### src/rtl/riscv_pkg.sv
// Shared types and helpers for the load/store sequencer.
// The LSU_MISALIGN_SPLIT_EN build macro is consumed by lsu_ctrl, not here.
package riscv;

    typedef enum logic [1:0] {
        BYTE     = 2'b00,
        HWORD    = 2'b01,
        WORD     = 2'b10,
        WORD_ALT = 2'b11
    } size_t;

    typedef enum logic {
        SIGNED   = 1'b0,
        UNSIGNED = 1'b1
    } sign_t;

    typedef logic [4:0] reg_t;

    typedef enum logic [2:0] {
        IDLE  = 3'd0,
        REQ0  = 3'd1,
        WAIT0 = 3'd2,
        REQ1  = 3'd3,
        WAIT1 = 3'd4,
        DONE  = 3'd5,
        EXC   = 3'd6
    } lsu_state_t;

    function automatic logic [3:0] lsu_be_mask(input size_t size);
        case (size)
            BYTE:    lsu_be_mask = 4'b0001;
            HWORD:   lsu_be_mask = 4'b0011;
            default: lsu_be_mask = 4'b1111;
        endcase
    endfunction

    function automatic logic lsu_misaligned(input size_t size, input logic [1:0] off);
        case (size)
            BYTE:    lsu_misaligned = 1'b0;
            HWORD:   lsu_misaligned = off[0];
            default: lsu_misaligned = (off != 2'b00);
        endcase
    endfunction

endpackage

### src/rtl/lsu_align.sv
// Combinational data steering: store data shifted onto a two-word lane pair,
// load data extracted from a two-word pair and sign/zero extended.
module lsu_align
    import riscv::*;
(
    input  size_t       size_i,
    input  sign_t       sign_i,
    input  logic [1:0]  off_i,
    input  logic [31:0] wdata_i,
    input  logic [55:0] rdata_i,
    output logic [63:0] wdata_o,
    output logic [31:0] ldata_o
);

    logic [7:0]  pair_b [8];
    logic [31:0] win;

    assign wdata_o = {32'b0, wdata_i} << {off_i, 3'b000};

    // The top byte of the second word can never fall inside a 4-byte window
    // starting at offset 0..3, so only seven bytes of the pair are carried.
    generate
        for (genvar gi = 0; gi < 8; gi++) begin : g_pair
            if (gi < 7) begin : g_live
                assign pair_b[gi] = rdata_i[8*gi +: 8];
            end else begin : g_pad
                assign pair_b[gi] = 8'h00;
            end
        end
        for (genvar gi = 0; gi < 4; gi++) begin : g_win
            assign win[8*gi +: 8] = pair_b[3'(gi) + {1'b0, off_i}];
        end
    endgenerate

    always_comb begin
        ldata_o = win;
        case (size_i)
            BYTE:  ldata_o = {{24{(sign_i == SIGNED) & win[7]}}, win[7:0]};
            HWORD: ldata_o = {{16{(sign_i == SIGNED) & win[15]}}, win[15:0]};
            default: ldata_o = win;
        endcase
    end

endmodule

### src/rtl/lsu_ctrl.sv
// Load/store sequencer: one op at a time, up to two memory beats, registered
// writeback and misalignment pulses. Build macro: LSU_MISALIGN_SPLIT_EN.
module lsu_ctrl
    import riscv::*;
#(
    parameter int XLEN = 32
) (
    input  logic            clk,
    input  logic            rst_n,
    input  logic            req_valid_i,
    output logic            req_ready_o,
    input  logic            req_is_store_i,
    input  size_t           req_size_i,
    input  sign_t           req_sign_i,
    input  logic [XLEN-1:0] req_addr_i,
    input  logic [XLEN-1:0] req_wdata_i,
    input  reg_t            req_rd_i,
    output logic            mem_req_o,
    output logic            mem_we_o,
    output logic [XLEN-1:0] mem_addr_o,
    output logic [3:0]      mem_be_o,
    output logic [XLEN-1:0] mem_wdata_o,
    input  logic            mem_gnt_i,
    input  logic            mem_rvalid_i,
    input  logic [XLEN-1:0] mem_rdata_i,
    output logic            wb_valid_o,
    output reg_t            wb_rd_o,
    output logic [XLEN-1:0] wb_data_o,
    output logic            exc_misaligned_o,
    output logic [XLEN-1:0] exc_addr_o,
    output logic            busy_o
);

    lsu_state_t      state_q, state_d;
    logic            is_store_q;
    size_t           size_q;
    sign_t           sign_q;
    logic [XLEN-1:0] addr_q;
    logic [XLEN-1:0] wdata_q;
    reg_t            rd_q;
    logic [XLEN-1:0] rdata0_q;
    logic            wb_valid_q;
    reg_t            wb_rd_q;
    logic [XLEN-1:0] wb_data_q;
    logic            exc_q;
    logic [XLEN-1:0] exc_addr_q;

    logic            accept;
    logic            req_unsupported;
    logic            split;
    logic [7:0]      be8;
    logic [XLEN-1:0] beat0_addr;
    logic [XLEN-1:0] beat1_addr;
    logic [63:0]     st_data64;
    logic [XLEN-1:0] ld_lo;
    logic [23:0]     ld_hi;
    logic [XLEN-1:0] ld_data;
    logic            wb_fire;

    assign accept     = req_valid_i && (state_q == IDLE);
    assign be8        = {4'b0000, lsu_be_mask(size_q)} << addr_q[1:0];
    assign beat0_addr = {addr_q[XLEN-1:2], 2'b00};
    assign beat1_addr = beat0_addr + 32'd4;

`ifdef LSU_MISALIGN_SPLIT_EN
    assign req_unsupported = 1'b0;
    assign split           = |be8[7:4];
`else
    assign req_unsupported = lsu_misaligned(req_size_i, req_addr_i[1:0]);
    assign split           = 1'b0;
`endif

    // The final beat's data is still on the bus, so it bypasses the capture register.
    assign ld_lo = (state_q == WAIT1) ? rdata0_q : mem_rdata_i;
    assign ld_hi = (state_q == WAIT1) ? mem_rdata_i[23:0] : 24'h000000;

    lsu_align u_align (
        .size_i  (size_q),
        .sign_i  (sign_q),
        .off_i   (addr_q[1:0]),
        .wdata_i (wdata_q),
        .rdata_i ({ld_hi, ld_lo}),
        .wdata_o (st_data64),
        .ldata_o (ld_data)
    );

    always_comb begin
        state_d     = state_q;
        req_ready_o = 1'b0;
        mem_req_o   = 1'b0;
        mem_we_o    = 1'b0;
        mem_addr_o  = '0;
        mem_be_o    = 4'b0000;
        mem_wdata_o = '0;
        case (state_q)
            IDLE: begin
                req_ready_o = 1'b1;
                if (req_valid_i) begin
                    state_d = req_unsupported ? EXC : REQ0;
                end
            end
            REQ0: begin
                mem_req_o   = 1'b1;
                mem_we_o    = is_store_q;
                mem_addr_o  = beat0_addr;
                mem_be_o    = be8[3:0];
                mem_wdata_o = is_store_q ? st_data64[31:0] : '0;
                if (mem_gnt_i) begin
                    state_d = WAIT0;
                end
            end
            WAIT0: begin
                if (mem_rvalid_i) begin
                    state_d = split ? REQ1 : DONE;
                end
            end
            REQ1: begin
                mem_req_o   = 1'b1;
                mem_we_o    = is_store_q;
                mem_addr_o  = beat1_addr;
                mem_be_o    = be8[7:4];
                mem_wdata_o = is_store_q ? st_data64[63:32] : '0;
                if (mem_gnt_i) begin
                    state_d = WAIT1;
                end
            end
            WAIT1: begin
                if (mem_rvalid_i) begin
                    state_d = DONE;
                end
            end
            DONE:    state_d = IDLE;
            EXC:     state_d = IDLE;
            default: state_d = IDLE;
        endcase
    end

    assign wb_fire = (state_d == DONE) && !is_store_q;

    always_ff @(posedge clk or negedge rst_n) begin
        if (!rst_n) begin
            state_q    <= IDLE;
            is_store_q <= 1'b0;
            size_q     <= BYTE;
            sign_q     <= SIGNED;
            addr_q     <= '0;
            wdata_q    <= '0;
            rd_q       <= '0;
            rdata0_q   <= '0;
            wb_valid_q <= 1'b0;
            wb_rd_q    <= '0;
            wb_data_q  <= '0;
            exc_q      <= 1'b0;
            exc_addr_q <= '0;
        end else begin
            state_q <= state_d;
            if (accept) begin
                is_store_q <= req_is_store_i;
                size_q     <= req_size_i;
                sign_q     <= req_sign_i;
                addr_q     <= req_addr_i;
                wdata_q    <= req_wdata_i;
                rd_q       <= req_rd_i;
            end
            if ((state_q == WAIT0) && mem_rvalid_i) begin
                rdata0_q <= mem_rdata_i;
            end
            wb_valid_q <= wb_fire;
            wb_rd_q    <= wb_fire ? rd_q : '0;
            wb_data_q  <= wb_fire ? ld_data : '0;
            exc_q      <= accept && req_unsupported;
            exc_addr_q <= (accept && req_unsupported) ? req_addr_i : '0;
        end
    end

    assign wb_valid_o       = wb_valid_q;
    assign wb_rd_o          = wb_rd_q;
    assign wb_data_o        = wb_data_q;
    assign exc_misaligned_o = exc_q;
    assign exc_addr_o       = exc_addr_q;
    assign busy_o           = !req_ready_o;

endmodule

### config.mk
export PLATFORM = sky130hd
export DESIGN_NAME = lsu_ctrl
export DESIGN_NICKNAME = d
export VERILOG_FILES = /design/src/rtl/riscv_pkg.sv /design/src/rtl/lsu_align.sv /design/src/rtl/lsu_ctrl.sv
export SDC_FILE = /design/constraint.sdc
export NUM_CORES = 1
export LEC_CHECK = 0
export ABC_AREA = 1
export BUFFER_PORTS_ARGS = -buffer_cell sky130_fd_sc_hd__buf_2
export CAP_MARGIN = 20
export CORE_AREA = 2 2 150 166
export DETAILED_ROUTE_END_ITERATION = 12
export DIE_AREA = 0 0 152 168
export PLACE_DENSITY = 0.67
export SLEW_MARGIN = 20
export SYNTH_ARGS = -nofsm -noshare
export SYNTH_HDL_FRONTEND = slang
export SYNTH_SLANG_ARGS = --single-unit
### constraint.sdc
create_clock -name clk -period 4.3 [get_ports clk]
set_clock_uncertainty 0.2 [all_clocks]
set_input_delay 0.86 -clock clk [delete_from_list [all_inputs] [get_ports clk]]
set_output_delay 0.86 -clock clk [all_outputs]
set_load 0.01 [all_outputs]
==> run metrics <==
clock tree from TritonCTS=done; mean area per synthesized cell=7.22 µm²; Critical Path AT=2.97 ns; gate count of the mapped netlist=1464; Clock H-tree levels=4; relative slew slack=40.4%; Leakage Power=0.00656 µW; DIE HEIGHT=168 µm; Worst Reg2Reg Path Length in Cells=9; kind of path behind the tightest hold check=primary input to asynchronous set/reset pin; final hold violation count=0; number of design rule violations left after detail routing=0; Total Routing Usage GR=27.0%; TritonCTS sink count=179; flip-flop cell with the highest count after synthesis=dfrtp_1; unrepaired setup endpoints after global routing=no; first-pass detailed-route iteration total=6; initial antenna violation count=6; clock slew seen by the registers of the worst setup and hold paths=0.08 ns; Worst-Margin Slew=0.886 ns; power density of the placed cells=717 nW/µm²; first-pass GRT wire length=55400 µm; final worst path period need=4.03 ns; final weighted congestion in routability-driven placement=0.980; setup tns final=0 ns; largest buffer count on any clock path=2; post-cts resize count=0; Worst Path Max Fanout=17; core footprint=24100 µm²; synth-to-layout area growth=18.2%; final worst hold slack=0.264 ns; count of input and output buffers=250; Clk Tree Root Cell=clkbuf_16; startpoint of the worst-slack reg-to-reg timing path=addr_q[0]; sequential element share of the synthesized area=42.4%; worst vdd ir=0.405 mV; post-route clock period utilization=93.7%; Total Power Consumption=8950 µW; flip-flop and latch count after synthesis=179; flop-to-flop setup slack=0.98 ns; async set-reset flop share out of synthesis=100%; initial core utilization=43.8%; remaining number of nets flagged by the antenna check after routing=0; routed len/inst=17.4 µm; startpoint kind of the worst setup timing path=flop; Cell variety after synth=46; Post CTS Setup Buffer Count=0; cell area after technology mapping=10600 µm²; list of most frequent post-synthesis cells=415 x nand2_1, 179 x dfrtp_1, 170 x nand3_1, 129 x nor2_1, 122 x inv_1; leftover overflow at the end of global routing=0; vias after detailed routing=10768; vias per inst=5.42; result of the run=complete, no violations; Final setup violation count=0; max-cap violations=0; floorplan die area=25500 µm²; HPWL after detailed placement=25400 µm; type of the setup path with the least slack=flop to output port; required time of the worst setup path=3.24 ns; number of nets in the final layout=1773; pin count of the biggest net entering global routing=96; Area contributors post-synth=dfrtp_1 42%, nand2_1 15%, nand3_1 8.1%, o21ai_0 5.7%, nor2_1 4.6%; share of layout cells above drive strength 1=20.8%; dominant cell by count in the synthesized netlist=nand2_1; CTS buffer count=17; I/O pin cnt=253; number of standard-cell rows in the floorplan=60; via count of the first global-routing pass=10303; number of enable flip-flop cells after synthesis=0; launching instance or port of the critical path=state_q[0]; area share of the largest cell type after synthesis=42.4%; Reg2Reg Capture Point=wb_data_o[20]; cell type contributing the most total cell area after synthesis=dfrtp_1; FMAX=0.248 GHz; Total Routed Length=34500 µm; horizontal die dimension=152 µm; DR iter-0 viols=1072; number of max-slew violations in the final report=0; Post-CTS Hold Fix Bufs=0; Worst setup EP type=output port; Warnings, synthesis=0; latest clock arrival within the worst-skew pair=0.43 ns
-- critical path, cell delays in order, from the launching register on --
cell	delay, ns
dfrtp_1	0.42
inv_1	0.10
nor2_4	0.34
inv_2	0.19
nor2_4	0.24
clkinv_1	0.34
o41ai_1	0.65
buf_2	0.26
-- power by group --
part           total, µW  switching (µW)  internal [µW]
clock network       1700             793            902
registers           2800             524           2280
logic               4450            3080           1370
-- per-layer routing --
layer  wire length (µm)  vias up  GRT usage [%]  part of all wire [%]
met5                 12        -              0                 0.035
met4               1360        2           11.7                   3.9
met3               2600       83           5.20                   7.5
met2              16400      480           43.4                    47
met1              14200     5010           35.8                    41
li1                   -     5193              -                     -
-- cell families (layout without fill, tap and decap cells) --
family,after synthesis,count (layout),synth area share (%)
adder cells (fa/ha/maj),4,4,0.474
buffers and inverters,225,432,9.72
flip-flops,179,179,42.4
multiplexers,14,14,1.48
XOR/XNOR,8,8,0.663
other,1,7,0.0355
AO/OA/AOI/OAI,242,242,12.8
AND/OR/NAND/NOR,791,791,32.4
-- state kept, by name, indices dropped and copies added (netlist names) --
register          count
wb_data_o            32
exc_addr_o           32
sign_q                1
size_q                2
is_store_q            1
wdata_q              32
wb_rd_o               5
rdata0_q             32
addr_q               32
exc_misaligned_o      1
rd_q                  5
wb_valid_o            1
state_q               3
-- layout by cell type, fill, tap and decap left out, types with 3 or more instances in the layout --
master and n:
dfrtp_1 177, inv_2 9, a22oi_1 15, a21oi_1 67, inv_8 3, clkinv_8 3, nor3_1 22, mux2_2 13
nand3b_1 9, nand2_1 415, ha_1 4, nand4_1 29, a21oi_2 10, xor2_1 8, a31oi_1 6, diode_2 5
nand2_2 4, clkinv_1 4, nor2_1 129, nand3_1 169, o22ai_1 9, buf_4 14, buf_2 249, inv_6 5
inv_1 121, o211ai_1 4, nor2_4 4, o21ai_0 120, clkbuf_16 17
-- worst max path at each step --
stage	endpoint	cells after the start
3_3_place_gp	mem_be_o[0]	7
4_1_cts	mem_be_o[0]	7
5_1_grt	mem_be_o[0]	7
2_1_floorplan	wb_data_o[29]	13
6_report	mem_be_o[0]	7
3_5_place_dp	mem_be_o[0]	7
-- layout make-up --
type	count	area (µm²)
Clock inverter	14	203
Tap cell	310	388
Timing Repair Buffer	266	1410
Clock buffer	18	429
Multi-Input combinational cell	1061	5070
Sequential cell	179	4480
Fill cell	2407	11600
Antenna cell	5	12.5
Inverter	134	503
-- through the flow --
stage | worst slack (ns) | utilization [%] | cells | area (µm²)
after floorplan | 1.56 | - | 1465 | 10600
after global placement | 0.734 | 49.1 | 1949 | 11800
after detailed placement | 0.799 | 49.1 | 1949 | 11800
after CTS | 0.331 | 51.7 | 1981 | 12500
after global routing | 0.145 | 51.8 | 1987 | 12500
final | 0.271 | 51.8 | 1987 | 12500
Note: power is estimated with default switching activity, not from simulation.
